<file path="config.mk">
export PLATFORM = sky130hd
export DESIGN_NAME = keypad_scanner
export DESIGN_NICKNAME = d
export VERILOG_FILES = /design/src/rtl/keypad_scanner.sv
export SDC_FILE = /design/constraint.sdc
export NUM_CORES = 1
export LEC_CHECK = 0
export ABC_CLOCK_PERIOD_IN_PS = 5450
export BUFFER_PORTS_ARGS = -buffer_cell sky130_fd_sc_hd__buf_4
export CAP_MARGIN = 20
export CORE_ASPECT_RATIO = 1.75
export CORE_MARGIN = 2
export CORE_UTILIZATION = 40
export CTS_CLUSTER_DIAMETER = 100
export DETAILED_ROUTE_END_ITERATION = 10
export PLACE_DENSITY = 0.55
export SYNTH_ARGS = -nofsm -noshare
export SYNTH_HDL_FRONTEND = slang
export SYNTH_HIERARCHICAL = 1
export SYNTH_SLANG_ARGS = --single-unit
</file>
<file path="constraint.sdc">
create_clock -name clk -period 5.45 [get_ports clk]
set_clock_uncertainty 0.2 [all_clocks]
set_input_delay 0.8175 -clock clk [delete_from_list [all_inputs] [get_ports clk]]
set_output_delay 0.8175 -clock clk [all_outputs]
set_load 0.02 [all_outputs]
</file>
<file path="src/rtl/keypad_scanner.sv">
// keypad_scanner -- 4x4 matrix keypad front end.
//
// Drives one row at a time (one-hot), samples the synchronized column lines
// once per row slot, debounces press and release, and hands out one decoded
// key code per press over a valid/ready pair.
//
// Optional feature: define KEYPAD_REPEAT_EN to re-emit a held key every
// REPEAT_CNT matching samples. Without it exactly one code is emitted per
// press and no repeat logic exists.
//
// Parameters:
//   BASE          key layout for keypad_decoder (16 = hex grid, 10 = phone pad)
//   SCAN_DIV      clk cycles per row slot (>= 4)
//   DEBOUNCE_CNT  consecutive matching samples to accept press/release (>= 1)
//   REPEAT_CNT    samples between auto-repeats (KEYPAD_REPEAT_EN only)
//
// Ports:
//   clk        system clock
//   rst_n      asynchronous active-low reset
//   col_in     raw column lines, active-high, asynchronous to clk
//   row_drive  one-hot row drive
//   key_value  decoded key, stable while key_valid
//   key_valid  key available, held until accepted
//   key_ready  consumer accepts on key_valid & key_ready
//   key_held   high while a debounced key is down
//   overrun    sticky flag: a key was dropped while one was pending

// Converts a one-hot row/column pair into a 4-bit key code.
module keypad_decoder #(
    parameter int BASE = 16
) (
    input  logic [3:0] row,
    input  logic [3:0] col,
    output logic [3:0] value
);
    logic [1:0] r, c;

    always_comb begin
        r = 2'd0;
        c = 2'd0;
        for (int i = 0; i < 4; i++) begin
            if (row[i]) r = 2'(i);
            if (col[i]) c = 2'(i);
        end
        if (BASE == 16) begin
            value = {r, c};
        end else begin
            // Phone-style pad: 1-9 in the 3x3 block, 0 under 8, A-D down
            // the right column, '*' -> 14 and '#' -> 15.
            if (r != 2'd3 && c != 2'd3)
                value = 4'(3 * int'(r) + int'(c) + 1);
            else if (c == 2'd3)
                value = 4'd10 + {2'b00, r};
            else if (c == 2'd0)
                value = 4'd14;
            else if (c == 2'd1)
                value = 4'd0;
            else
                value = 4'd15;
        end
    end
endmodule

module keypad_scanner #(
    parameter int BASE         = 16,
    parameter int SCAN_DIV     = 4,
    parameter int DEBOUNCE_CNT = 3,
    parameter int REPEAT_CNT   = 8
) (
    input  logic       clk,
    input  logic       rst_n,
    input  logic [3:0] col_in,
    output logic [3:0] row_drive,
    output logic [3:0] key_value,
    output logic       key_valid,
    input  logic       key_ready,
    output logic       key_held,
    output logic       overrun
);
    if (SCAN_DIV < 4 || DEBOUNCE_CNT < 1 || REPEAT_CNT < 1) begin : g_param_chk
        $error("keypad_scanner: illegal parameter value");
    end

    localparam int DW = $clog2(SCAN_DIV);
    localparam int CW = (DEBOUNCE_CNT > 1) ? $clog2(DEBOUNCE_CNT) : 1;
    localparam logic [DW-1:0] DIV_LAST = DW'(SCAN_DIV - 1);
    localparam logic [CW-1:0] DB_LAST  = CW'(DEBOUNCE_CNT - 1);

    typedef enum logic [1:0] {SCAN, DEBOUNCE, HELD} state_t;

    state_t        state, state_n;
    logic [3:0]    col_m, col_s;
    logic [DW-1:0] div;
    // Only the column half of the latched code is stored: the row stays
    // frozen on row_drive for as long as the code is in use.
    logic [3:0]    code, code_n;
    logic [CW-1:0] cnt, cnt_n;
    logic          held_n;
    logic          sample, rotate, emit, accept;
    logic [3:0]    dec_value;

    assign sample = (div == DIV_LAST);
    assign accept = key_valid & key_ready;

`ifdef KEYPAD_REPEAT_EN
    localparam int RW = (REPEAT_CNT > 1) ? $clog2(REPEAT_CNT) : 1;
    localparam logic [RW-1:0] REP_LAST = RW'(REPEAT_CNT - 1);
    logic [RW-1:0] rep_cnt, rep_n;

    always_ff @(posedge clk or negedge rst_n) begin
        if (!rst_n) rep_cnt <= '0;
        else        rep_cnt <= rep_n;
    end
`endif

    // At every emit the live sample equals the code and the row is frozen
    // on the key's row, so the decoder can look straight at the pins.
    keypad_decoder #(.BASE(BASE)) u_dec (
        .row   (row_drive),
        .col   (col_s),
        .value (dec_value)
    );

    always_ff @(posedge clk or negedge rst_n) begin
        if (!rst_n) state <= SCAN;
        else        state <= state_n;
    end

    always_comb begin
        state_n = state;
        code_n  = code;
        cnt_n   = cnt;
        held_n  = key_held;
        rotate  = 1'b0;
        emit    = 1'b0;
`ifdef KEYPAD_REPEAT_EN
        rep_n   = rep_cnt;
`endif
        if (sample) begin
            case (state)
                SCAN: begin
                    if ($onehot(col_s)) begin
                        code_n = col_s;
                        if (DEBOUNCE_CNT == 1) begin
                            emit    = 1'b1;
                            held_n  = 1'b1;
                            cnt_n   = '0;
                            state_n = HELD;
`ifdef KEYPAD_REPEAT_EN
                            rep_n   = '0;
`endif
                        end else begin
                            cnt_n   = CW'(1);
                            state_n = DEBOUNCE;
                        end
                    end else begin
                        rotate = 1'b1;
                    end
                end
                DEBOUNCE: begin
                    if (col_s == code) begin
                        if (cnt == DB_LAST) begin
                            emit    = 1'b1;
                            held_n  = 1'b1;
                            cnt_n   = '0;
                            state_n = HELD;
`ifdef KEYPAD_REPEAT_EN
                            rep_n   = '0;
`endif
                        end else begin
                            cnt_n = cnt + 1'b1;
                        end
                    end else begin
                        cnt_n   = '0;
                        rotate  = 1'b1;
                        state_n = SCAN;
                    end
                end
                HELD: begin
                    // cnt counts consecutive all-zero samples; any contact
                    // (bounce or a second key) restarts the release window.
                    if (col_s == 4'b0000) begin
                        if (cnt == DB_LAST) begin
                            held_n  = 1'b0;
                            cnt_n   = '0;
                            rotate  = 1'b1;
                            state_n = SCAN;
                        end else begin
                            cnt_n = cnt + 1'b1;
                        end
                    end else begin
                        cnt_n = '0;
                    end
`ifdef KEYPAD_REPEAT_EN
                    if (col_s == code) begin
                        if (rep_cnt == REP_LAST) begin
                            emit  = 1'b1;
                            rep_n = '0;
                        end else begin
                            rep_n = rep_cnt + 1'b1;
                        end
                    end else begin
                        rep_n = '0;
                    end
`endif
                end
                default: state_n = SCAN;
            endcase
        end
    end

    always_ff @(posedge clk or negedge rst_n) begin
        if (!rst_n) begin
            col_m     <= 4'b0000;
            col_s     <= 4'b0000;
            div       <= '0;
            row_drive <= 4'b0001;
            code      <= 4'b0000;
            cnt       <= '0;
            key_held  <= 1'b0;
        end else begin
            col_m     <= col_in;
            col_s     <= col_m;
            div       <= sample ? '0 : div + 1'b1;
            if (rotate) row_drive <= {row_drive[2:0], row_drive[3]};
            code      <= code_n;
            cnt       <= cnt_n;
            key_held  <= held_n;
        end
    end

    // Output handshake: an emit is loaded when the slot is free or being
    // freed this cycle; otherwise it is dropped and flagged.
    always_ff @(posedge clk or negedge rst_n) begin
        if (!rst_n) begin
            key_value <= 4'd0;
            key_valid <= 1'b0;
            overrun   <= 1'b0;
        end else begin
            if (emit && (!key_valid || accept)) begin
                key_value <= dec_value;
                key_valid <= 1'b1;
            end else if (accept) begin
                key_valid <= 1'b0;
            end
            if (emit && key_valid && !accept) overrun <= 1'b1;
            else if (accept)                  overrun <= 1'b0;
        end
    end
endmodule

</file>
## Yosys cells after proc, flatten, opt, wreduce, memory -nomap -nowiden

Index checks and enable logic that the tools add are counted.

| storage, ports and cells | value |
|---|---|
| logic and storage cells | 79 |
| output and inout port bits | 11 |
| bits of input ports | 7 |
| register bits | 29 |

| operators by class | value |
|---|---|
| equality and inequality tests | 12 |
| bitwise operators | 1 |
| reductions and logical operators | 16 |
| add/subtract/negate cells | 5 |
| multiplexer cells | 34 |

Operators with widths:

| kind | number |
|---|---|
| two-way mux 2 bit | 13 |
| two-way mux 1 bit | 17 |
| one-hot mux 2 bit (3 select lines) | 2 |
| inequality test 2 bit, second input constant | 5 |
| == test 2 bit, second input constant | 3 |
| AND reduction 3 bit | 2 |
| AND reduction 6 bit | 1 |
| nonzero test 2 bit | 3 |
| AND reduction 5 bit | 1 |
| adder 1 x 1 -> 2 bit | 2 |
| adder 2 x 1 -> 2 bit, second input constant | 2 |
| == test 4 bit | 1 |
| zero test 4 bit | 1 |
| adder 2 x 2 -> 3 bit | 1 |
| == test 3 x 1 -> 1 bit, second input constant | 1 |
| logical AND 1 bit | 3 |
| inequality test 3 bit, second input constant | 1 |
| one-hot mux 1 bit (3 select lines) | 1 |
| nonzero test 3 bit | 1 |
| == test 2 x 1 -> 1 bit, second input constant | 1 |
| zero test 1 bit | 2 |
| zero test 2 bit | 1 |
| one-hot mux 1 bit (2 select lines) | 1 |
| AND 1 bit | 1 |
| logical OR 1 bit | 1 |

## Logic depth before layout (Yosys ltp)

Gate-level depths: netlist of the first run.

| depth | value |
|---|---|
| depth in word-level cells | 8 |
| mapped depth | 9 |

## Cells and area by module

Netlist of the first run, hierarchy kept.

Modules (own cells, without submodules):

| module | times used | cells each | seq. area each (um^2) | area an instance (um^2) |
|---|---|---|---|---|
| keypad_scanner | 1 | 109 | 726.9 | 1355.0 |
| keypad_decoder | 1 | 6 | 0.0 | 35.0 |

## Least setup slack after synthesis of the first run

No wires, ideal clock.

| timing path | value |
|---|---|
| kind | reg-to-reg |
| start point | register col_s[0] |
| end point | register row_drive[1] |
| required time | 5125 ps |
| cell stages (with the launch flop) | 10 |
| arrival | 2515 ps |
| buffers on the path | 0 |
| slack | 2611 ps |
| setup time | 125 ps |
| cells stage by stage | dfrtp_1 inv_1 fa_1 inv_1 ha_1 ha_1 or3b_2 a22oi_1 o22ai_1 mux2_2 |

| on the way | value |
|---|---|
| cells in the longest elaborated chain, start to end | 6 |
| elaborated cells between the ends (all ways) | 10 |
| those cells by class | 2 x add/sub; 2 x eq/ne; 5 x mux; 1 x reduce/logical |

Ends and longest elaborated chain:

| item | line | text |
|---|---|---|
| start: declaration | 92 | `logic [3:0] col_m, col_s;` |
| start signal: assignment | 223 | `col_s <= col_m;` |
| adder 1 x 1 -> 2 bit (not written as such) | 142 | `if ($onehot(col_s)) begin` |
| adder 2 x 2 -> 3 bit (not written as such) | 142 |  |
| == test 3 x 1 -> 1 bit | 142 |  |
| two-way mux 1 bit | 142 |  |
| one-hot mux 1 bit (3 select lines) * | 140 | `case (state)` |
| two-way mux 1 bit * | 139 | `if (sample) begin` |
| end signal: assignment | 225 | `if (rotate) row_drive <= {row_drive[2:0], row_drive[3]};` |
| end: declaration | 73 | `output logic [3:0] row_drive,` |

Mark *: on every way between the ends. The rest lies on a longest branch, timed or not.
A chain may end at the register's enable or synchronous reset.

## Worst setup path after layout of the first run

| timing path | value |
|---|---|
| start point | register col_s[3] |
| end point | register row_drive[1] |

Same word-level chain as after synthesis.

==> flow_summary_export.csv, run 1 <==
group,metric,value,unit
timing,min_period,3040,ps
status,status,"finished, final reports clean",
logic_synthesis,syn_inst,115,
clocking,cts_hold_buffers,0,
logic_synthesis,synth_top_cells_by_area,"dfrtp_1, mux2_2, ha_1, inv_1, xor2_1",
setup_path,crit_path_end_kind,"flop",
place,dp_worst_setup_slack,2420,ps
clocking,cts_tree,"yes",
global_route,overflow,0,
setup_path,r2r-start,"col_s[3]",
timing,maxSlewHeadroom,68.0,%
setup_path,slowest_delay,490,ps
setup_path,path_cells,"inv_1 > fa_1 > inv_1 > ha_1 > ha_1 > or3b_2 > a22oi_1 > o22ai_1 > mux2_2",
clocking,insertion_delay,280,ps
layout,drive_above_1_share,29.5,%
detailed_routing,wl,2650,um
setup_path,cp-start-kind,"flop",
timing,setup_slack,2410,ps
timing,hold_viol,0,
power_and_ir_drop,power.density,356,mW/mm2
hold_path,whs_path_depth,0,
place,hpwl,1940,um
setup_path,required,5420,ps
power_and_ir_drop,p_sw,0.173,mW
global_route,grt_pass1_wl,4560,um
power_and_ir_drop,vdd_drop_max,0.000179,V
layout,area_delta_synth_final,21.2,%
clocking,cts_buffers,5,
power_and_ir_drop,leakage,0.808,nW
place,gp_congestion,0.746,
logic_synthesis,synth_top_area_cell,"dfrtp_1",
timing,setup_viol,0,
setup_path,crit_arrival,3010,ps
run,maxCapViolCount,0,
logic_synthesis,synth_top_area_share,50.4,%
logic_synthesis,ys_ff_latch,29,
place,io_buffer_count,17,
clocking,cts-resized-gates,0,
hold_path,min_to,"col_s[0]",
logic_synthesis,synth.most_common_cell,"dfrtp_1",
die,rows,28,
power_and_ir_drop,intPower,0.427,mW
hold_path,min_path_type,"flop to flop",
clocking,clock-sinks,29,
setup_path,rr_worst_depth,9,
global_route,grt_max_degree,30,
die,die_h,82.0,um
detailed_routing,routed_via_density,5.15,
power_and_ir_drop,netSwitchingFraction,28.9,%
clocking,postCtsSetupBuffers,0,
die,start_util,41.3,%
setup_path,slowest_stage,"or3b_2",
timing,final.period_utilization,55.8,%
global_route,antenna_found_initial,0,
layout,diodes,0,
logic_synthesis,syn-num-nets,131,
timing,max_freq,329,MHz
global_route,grt.total_usage,15.8,%
die,pin_count,18,
detailed_routing,drt_iter0_drc,22,
setup_path,r2r_end,"row_drive[1]",
die,fp.dieW,48.6,um
detailed_routing,vias,947,
timing,slew_violations,0,
detailed_routing,routedWlPerCell,14.4,um
logic_synthesis,yosysSeqAreaShare,52.3,%
power_and_ir_drop,clockPowerShare,37.9,%
detailed_routing,dr.pass1.iters,4,
timing,rsz0062_at_grt,"false",
logic_synthesis,synth-edff-count,0,
clocking,cts_buffer_depth,2,
logic_synthesis,synth_commonest_cells,"dfrtp_1, inv_1, mux2_2",
die,coreArea,0.00336,mm2
detailed_routing,detail-route-antenna-nets,0,
hold_path,hold_start,"col_m[0]",
clocking,htree_num_levels,2,
power_and_ir_drop,p_seq_share,43.9,%
setup_path,crit_fanout,7,
global_route,grt_pass1_vias,982,
timing,fin_setup_tns,0,ps
die,die_area,0.00398,mm2
detailed_routing,drcViolationCount,0,
timing,tightestPinTransition,475,ps
timing,whs,151,ps
setup_path,reg2reg_setup_slack,2410,ps
logic_synthesis,synth_area,0.00139,mm2
logic_synthesis,synth_area_per_cell,12.1,um2
clocking,root_buffer,"clkbuf_8",
logic_synthesis,synth_top_flop_cell,"dfrtp_1",
clocking,clk_pin_slew_worst_paths,70,ps
logic_synthesis,async_reset_ff_share,100,%
layout,final_nets,154,
logic_synthesis,yosys_warnings,6,
setup_path,worst-setup-path-type,"flop to flop",
power_and_ir_drop,p_total,0.601,mW
power_and_ir_drop,comb_power_share,18.3,%
logic_synthesis,ys_types,34,
[layout by cell type (no fill, tap or decap), types with 2 or more instances in the layout]
cell type,instances
a21o_1,3
a21oi_1,5
a221oi_1,2
buf_4,17
clkbuf_8,5
dfrtp_1,28
ha_1,8
inv_1,15
mux2_2,12
nand2_1,6
nor2_1,2
nor2b_1,2
o21ai_0,3
o41ai_1,2
or2_1,2
or2b_1,2
xor2_1,4
[per-layer routing]
metal  track usage [%]  wire (um)
met1              15.9       1080
met2              28.5       1410
met3              5.27        116
met4              9.14         46
met5                 0          0
[state kept, by name, summed over array words and instances, names as in the netlist]
register / count
col_s: 4
overrun: 1
div: 2
code: 4
key_valid: 1
key_value: 4
cnt: 2
row_drive: 4
key_held: 1
col_m: 4
state: 2
[worst max-delay path by stage]
stage / start / end / slack, ps
6_report: col_s[3] / row_drive[1] / 2410
5_1_grt: col_s[3] / row_drive[1] / 2240
2_1_floorplan: col_s[0] / row_drive[1] / 2610
3_3_place_gp: col_s[3] / row_drive[2] / 2480
4_1_cts: col_s[3] / row_drive[1] / 2400
3_5_place_dp: col_s[3] / row_drive[1] / 2420
[power by group through the flow]
stage	logic [mW]	clock network, mW	registers [mW]
2_1_floorplan	0.0864	0	0.262
3_3_place_gp	0.111	0	0.267
3_5_place_dp	0.111	0	0.268
4_1_cts	0.112	0.234	0.264
5_1_grt	0.125	0.244	0.268
6_report	0.110	0.227	0.263
[layout make-up]
type	instances	area, um2
Clock buffer	5	68.8
Clock inverter	3	46.3
Fill cell	330	1680
Inverter	15	56.3
Multi-Input combinational cell	70	603
Sequential cell	29	727
Tap cell	45	56.3
Timing Repair Buffer	17	128
[kinds of logic after synthesis]
| logic type | Yosys count | share of synthesized area, % |
|---|---|---|
| flip-flops | 29 | 52.3 |
| AND/OR/NAND/NOR | 24 | 11.8 |
| buffers and inverters | 16 | 4.32 |
| XOR/XNOR | 4 | 2.52 |
| adder cells (fa/ha/maj) | 9 | 8.64 |
| AO/OA/AOI/OAI | 20 | 9.99 |
| multiplexers | 13 | 10.4 |
[worst max-delay path, delay by kind of cell (launching register included)]
kind / cells / cell delay [ps]
AO/OA/AOI/OAI: 2 / 390
adder cells (fa/ha/maj): 3 / 930
buffers and inverters: 2 / 120
flip-flops: 1 / 470
multiplexers: 1 / 330
AND/OR/NAND/NOR: 1 / 490
[through the flow]
step / utilization (%) / cell area, um2 / std cells
after floorplan: - / 1390 / 115
after global placement: 46.7 / 1570 / 176
after detailed placement: 46.7 / 1570 / 176
after CTS: 50.1 / 1690 / 184
after global routing: 50.1 / 1690 / 184
final: 50.1 / 1690 / 184
Note: power is estimated with default switching activity, not from simulation.
==> run 2, diff against run 1 <==
ABC_CLOCK_PERIOD_IN_PS = 2700   (was 5450)
PLACE_DENSITY = 0.57   (was 0.55)
clock period = 2.7 ns   (was 5.45 ns; I/O delays follow)
==> flow_summary_export.csv, run 2 (synthesized netlist as in run 1, its figures left out) <==
group,metric,value,unit
detailed_routing,dr.pass1.iters,4,
setup_path,slowest_delay,520,ps
timing,setup_slack,15.6,ps
global_route,grt_max_degree,30,
die,die_h,82.0,um
timing,slew_violations,0,
die,coreArea,0.00336,mm2
clocking,cts_tree,"yes",
timing,final.period_utilization,99.4,%
detailed_routing,drcViolationCount,0,
layout,final_core_util,52.6,%
place,io_buffer_count,17,
layout,layout_commonest_cell,"dfrtp_1",
timing,fin_setup_tns,0,ps
setup_path,critical_path.top_delay_family,"adder cells",
timing,whs,27.2,ps
detailed_routing,vias,947,
detailed_routing,wl,2610,um
setup_path,r2r-start,"col_s[3]",
place,dp_worst_setup_slack,-60.6,ps
power_and_ir_drop,vdd_drop_max,0.000503,V
timing,tightestPinTransition,547,ps
layout,drive_above_1_share,37.2,%
layout,area_delta_synth_final,27.2,%
detailed_routing,highest_layer,"met4",
detailed_routing,detail-route-antenna-nets,0,
global_route,grt_pass1_vias,1001,
detailed_routing,route.met3.wl,89,um
clocking,clk_pin_slew_worst_paths,70,ps
global_route,grt.total_usage,15.6,%
place,hpwl,1880,um
run,maxCapViolCount,0,
clocking,postCtsSetupBuffers,0,
clocking,insertion_delay,280,ps
die,die_area,0.00398,mm2
setup_path,path_cells,"inv_2 > fa_1 > inv_1 > ha_2 > ha_4 > or3b_4 > a22oi_2 > o22ai_4 > mux2_4",
die,rows,28,
setup_path,crit_fanout,4,
hold_path,hold_start,"col_in[3]",
clocking,htree_num_levels,2,
power_and_ir_drop,p_total,1.19,mW
die,start_util,41.3,%
detailed_routing,route.met2.wl,1370,um
setup_path,setup.worst_path.start,"col_s[3]",
timing,min_period,2680,ps
timing,maxSlewHeadroom,63.1,%
clocking,root_buffer,"clkbuf_8",
place,gp_congestion,0.848,
clocking,cts_buffer_depth,2,
global_route,antenna_found_initial,0,
layout,diodes,0,
setup_path,worst-setup-path-type,"flop to flop",
layout,mostFrequentLayoutCells,"dfrtp_1, buf_4, inv_1",
die,fp.dieW,48.6,um
clocking,cts_buffers,5,
detailed_routing,routed_via_density,4.98,
die,pin_count,18,
layout,final_nets,160,
timing,hold_viol,0,
setup_path,crit_buf_inv,2,
detailed_routing,wl_met1,1050,um
detailed_routing,drt_iter0_drc,22,
timing,max_freq,373,MHz
clocking,clock-sinks,29,
timing,setup_viol,0,
setup_path,cp-start-kind,"flop",
power_and_ir_drop,power.density,675,mW/mm2
hold_path,min_path_type,"input pin to flop",
setup_path,crit_path_end_kind,"flop",
setup_path,required,2660,ps
setup_path,crit_arrival,2650,ps
status,status,"finished, final reports clean",
detailed_routing,routedWlPerCell,13.7,um
global_route,overflow,0,
timing,rsz0062_at_grt,"true",
setup_path,slowest_stage,"fa_1",
power_and_ir_drop,leakage,0.838,nW
global_route,grt_pass1_wl,4490,um
## run 2: cell count changes in the layout (fill, tap and decap cells not counted), sizes merged
| cell | before | now |
|---|---|---|
| buf | 17 | 22 |
| bufinv | 1 | 0 |
| clkbuf | 5 | 7 |
| clkinvlp | 1 | 0 |
| dlygate4sd3 | 0 | 1 |
## run 2: power by group
group | switching (mW) | internal [mW] | total [mW] | leakage [nW]
Clock | 0.163 | 0.230 | 0.393 | 0.0542
Sequential | 0.0443 | 0.487 | 0.532 | 0.367
Combinational | 0.143 | 0.125 | 0.269 | 0.417
Total | 0.351 | 0.843 | 1.19 | 0.838
## run 2: metrics by stage
stage,cells,instance area (um2)
2_1_floorplan,115,1420
3_3_place_gp,181,1640
3_5_place_dp,181,1640
4_1_cts,190,1760
5_1_grt,190,1770
6_report,190,1770
## run 2: final timing paths
| path | slack [ps] | cells past startpoint | endpoint |
|---|---|---|---|
| max reg2reg | 20 | 9 | row_drive[2] |
| min | 30 | 1 | col_m[3] |
| min reg2reg | 140 | 0 | col_s[2] |
| min in group asynchronous | 380 | 2 | overrun |
| max | 20 | 9 | row_drive[2] |
| max in group asynchronous | 1600 | 2 | row_drive[0] |
## run 2: area by class of cell
| cell class | instances | area (um2) |
|---|---|---|
| clock buffer | 7 | 96.3 |
| clock inverter | 1 | 5.00 |
| fill | 307 | 1600 |
| inverter | 15 | 56.3 |
| multi-input combinational | 70 | 652 |
| sequential | 29 | 727 |
| tap | 45 | 56.3 |
| timing repair buffer | 23 | 175 |
## run 2: metal layers
layer | up-vias | global-route usage (%)
li1 | 456 | -
met1 | 460 | 16.4
met2 | 23 | 26.7
met3 | 8 | 4.36
met4 | 0 | 11.4
met5 | - | 0
## run 2: what timing repair did
action,4_1_cts,5_1_grt
gates resized for setup,2,2
pin swaps,4,3
endpoints found under the hold margin,28,0
hold buffers,1,0
setup endpoints to repair,4,11
==> run 3, diff against run 2 <==
CELL_PAD_IN_SITES_DETAIL_PLACEMENT = 0   (was default)
CELL_PAD_IN_SITES_GLOBAL_PLACEMENT = 1   (was default)
PLACE_DENSITY = 0.69   (was 0.57)
==> flow_summary_export.csv, run 3 (synthesized netlist as in run 1, its figures left out) <==
group,metric,value,unit
status,status,"finished, final reports clean",
detailed_routing,drt_iter0_drc,13,
global_route,antenna_found_initial,0,
power_and_ir_drop,power.density,694,mW/mm2
timing,tightestPinTransition,428,ps
clocking,cts_buffer_depth,2,
die,pin_count,18,
power_and_ir_drop,leakage,0.847,nW
timing,slew_violations,0,
clocking,htree_num_levels,2,
layout,drive_above_1_share,38.8,%
timing,hold_viol,0,
die,coreArea,0.00336,mm2
layout,fin_area,0.00180,mm2
detailed_routing,wl,2690,um
layout,final_nets,162,
setup_path,crit_fanout,4,
place,placed_area,0.00164,mm2
clocking,clock-sinks,29,
clocking,insertion_delay,280,ps
global_route,grt_max_degree,30,
place,hpwl,2010,um
global_route,grt_pass1_vias,998,
detailed_routing,vias,949,
run,maxCapViolCount,0,
timing,rsz0062_at_grt,"true",
layout,mostFrequentLayoutCells,"dfrtp_1, buf_4, inv_1",
die,start_util,41.3,%
detailed_routing,routed_via_density,4.94,
layout,layout_commonest_cell,"dfrtp_1",
clocking,cts_buffers,5,
place,gp_congestion,0.771,
place,dp_worst_setup_slack,-70.8,ps
hold_path,min_path_type,"input pin to flop",
detailed_routing,dr.pass1.iters,3,
die,rows,28,
detailed_routing,detail-route-antenna-nets,0,
die,fp.dieW,48.6,um
detailed_routing,drcViolationCount,0,
clocking,clk_pin_slew_worst_paths,60,ps
timing,setup_viol,0,
clocking,root_buffer,"clkbuf_8",
global_route,grt_pass1_wl,4570,um
setup_path,crit_arrival,2630,ps
setup_path,cp-start-kind,"flop",
timing,min_period,2670,ps
timing,maxSlewHeadroom,71.1,%
die,die_h,82.0,um
global_route,overflow,0,
detailed_routing,routedWlPerCell,14.0,um
timing,final.period_utilization,98.8,%
global_route,grt.total_usage,15.3,%
setup_path,required,2660,ps
setup_path,worst-setup-path-type,"flop to flop",
die,die_area,0.00398,mm2
layout,diodes,0,
place,io_buffer_count,17,
layout,area_delta_synth_final,29.7,%
power_and_ir_drop,vdd_drop_max,0.000459,V
power_and_ir_drop,p_total,1.25,mW
setup_path,crit_path_end_kind,"flop",
clocking,cts_tree,"yes",
timing,setup_slack,33.5,ps
timing,whs,33.4,ps
timing,max_freq,375,MHz
## run 3: per-layer routing
metal  track usage (%)  share of wire (%)
met2              29.9                 55
met4              7.14                2.3
met5                 0                  0
met1              15.3                 40
met3              3.45                3.5
## run 3: metrics by stage
step	setup TNS (ps)	utilization, %	instances
final	0	53.6	192
after global routing	-147	53.6	192
after CTS	-1.20	52.7	191
after detailed placement	-155	48.8	181
after global placement	-17.8	48.8	181
after floorplan	0	-	115
## run 3: critical path, cell delays in order (launching register included)
cell	delay [ps]
dfrtp_1	350
inv_2	40
fa_1	520
inv_1	40
ha_2	180
ha_4	210
or3b_4	380
a22oi_2	210
o22ai_4	110
mux2_4	300
## run 3: report_power, final
| group | internal [mW] | total [mW] | switching, mW |
|---|---|---|---|
| sequential | 0.487 | 0.533 | 0.0461 |
| clock | 0.276 | 0.445 | 0.169 |
| combinational | 0.128 | 0.274 | 0.146 |
| total | 0.891 | 1.25 | 0.361 |
## run 3: area by class of cell
| class | count | area (um2) |
|---|---|---|
| Clock inverter | 3 | 46.3 |
| Sequential cell | 29 | 727 |
| Clock buffer | 5 | 68.8 |
| Timing Repair Buffer | 25 | 190 |
| Multi-Input combinational cell | 70 | 658 |
| Inverter | 15 | 56.3 |
| Tap cell | 45 | 56.3 |
| Fill cell | 334 | 1560 |
## run 3: final timing paths
path	slack, ps	cells after the start	start	to
min in group asynchronous	380	2	rst_n	code[2]
min reg2reg	150	0	col_m[3]	col_s[3]
min	30	1	col_in[0]	col_m[0]
max in group asynchronous	1610	2	rst_n	row_drive[0]
max reg2reg	30	9	col_s[3]	row_drive[2]
max	30	9	col_s[3]	row_drive[2]
## run 3: what timing repair did
| action | in CTS | in global routing |
|---|---|---|
| endpoints found under the hold margin | 28 | 0 |
| pin swaps | 4 | 3 |
| gates resized for setup | 0 | 6 |
| setup buffers | 1 | 1 |
| hold buffers | 1 | 0 |
| setup endpoints to repair | 4 | 11 |
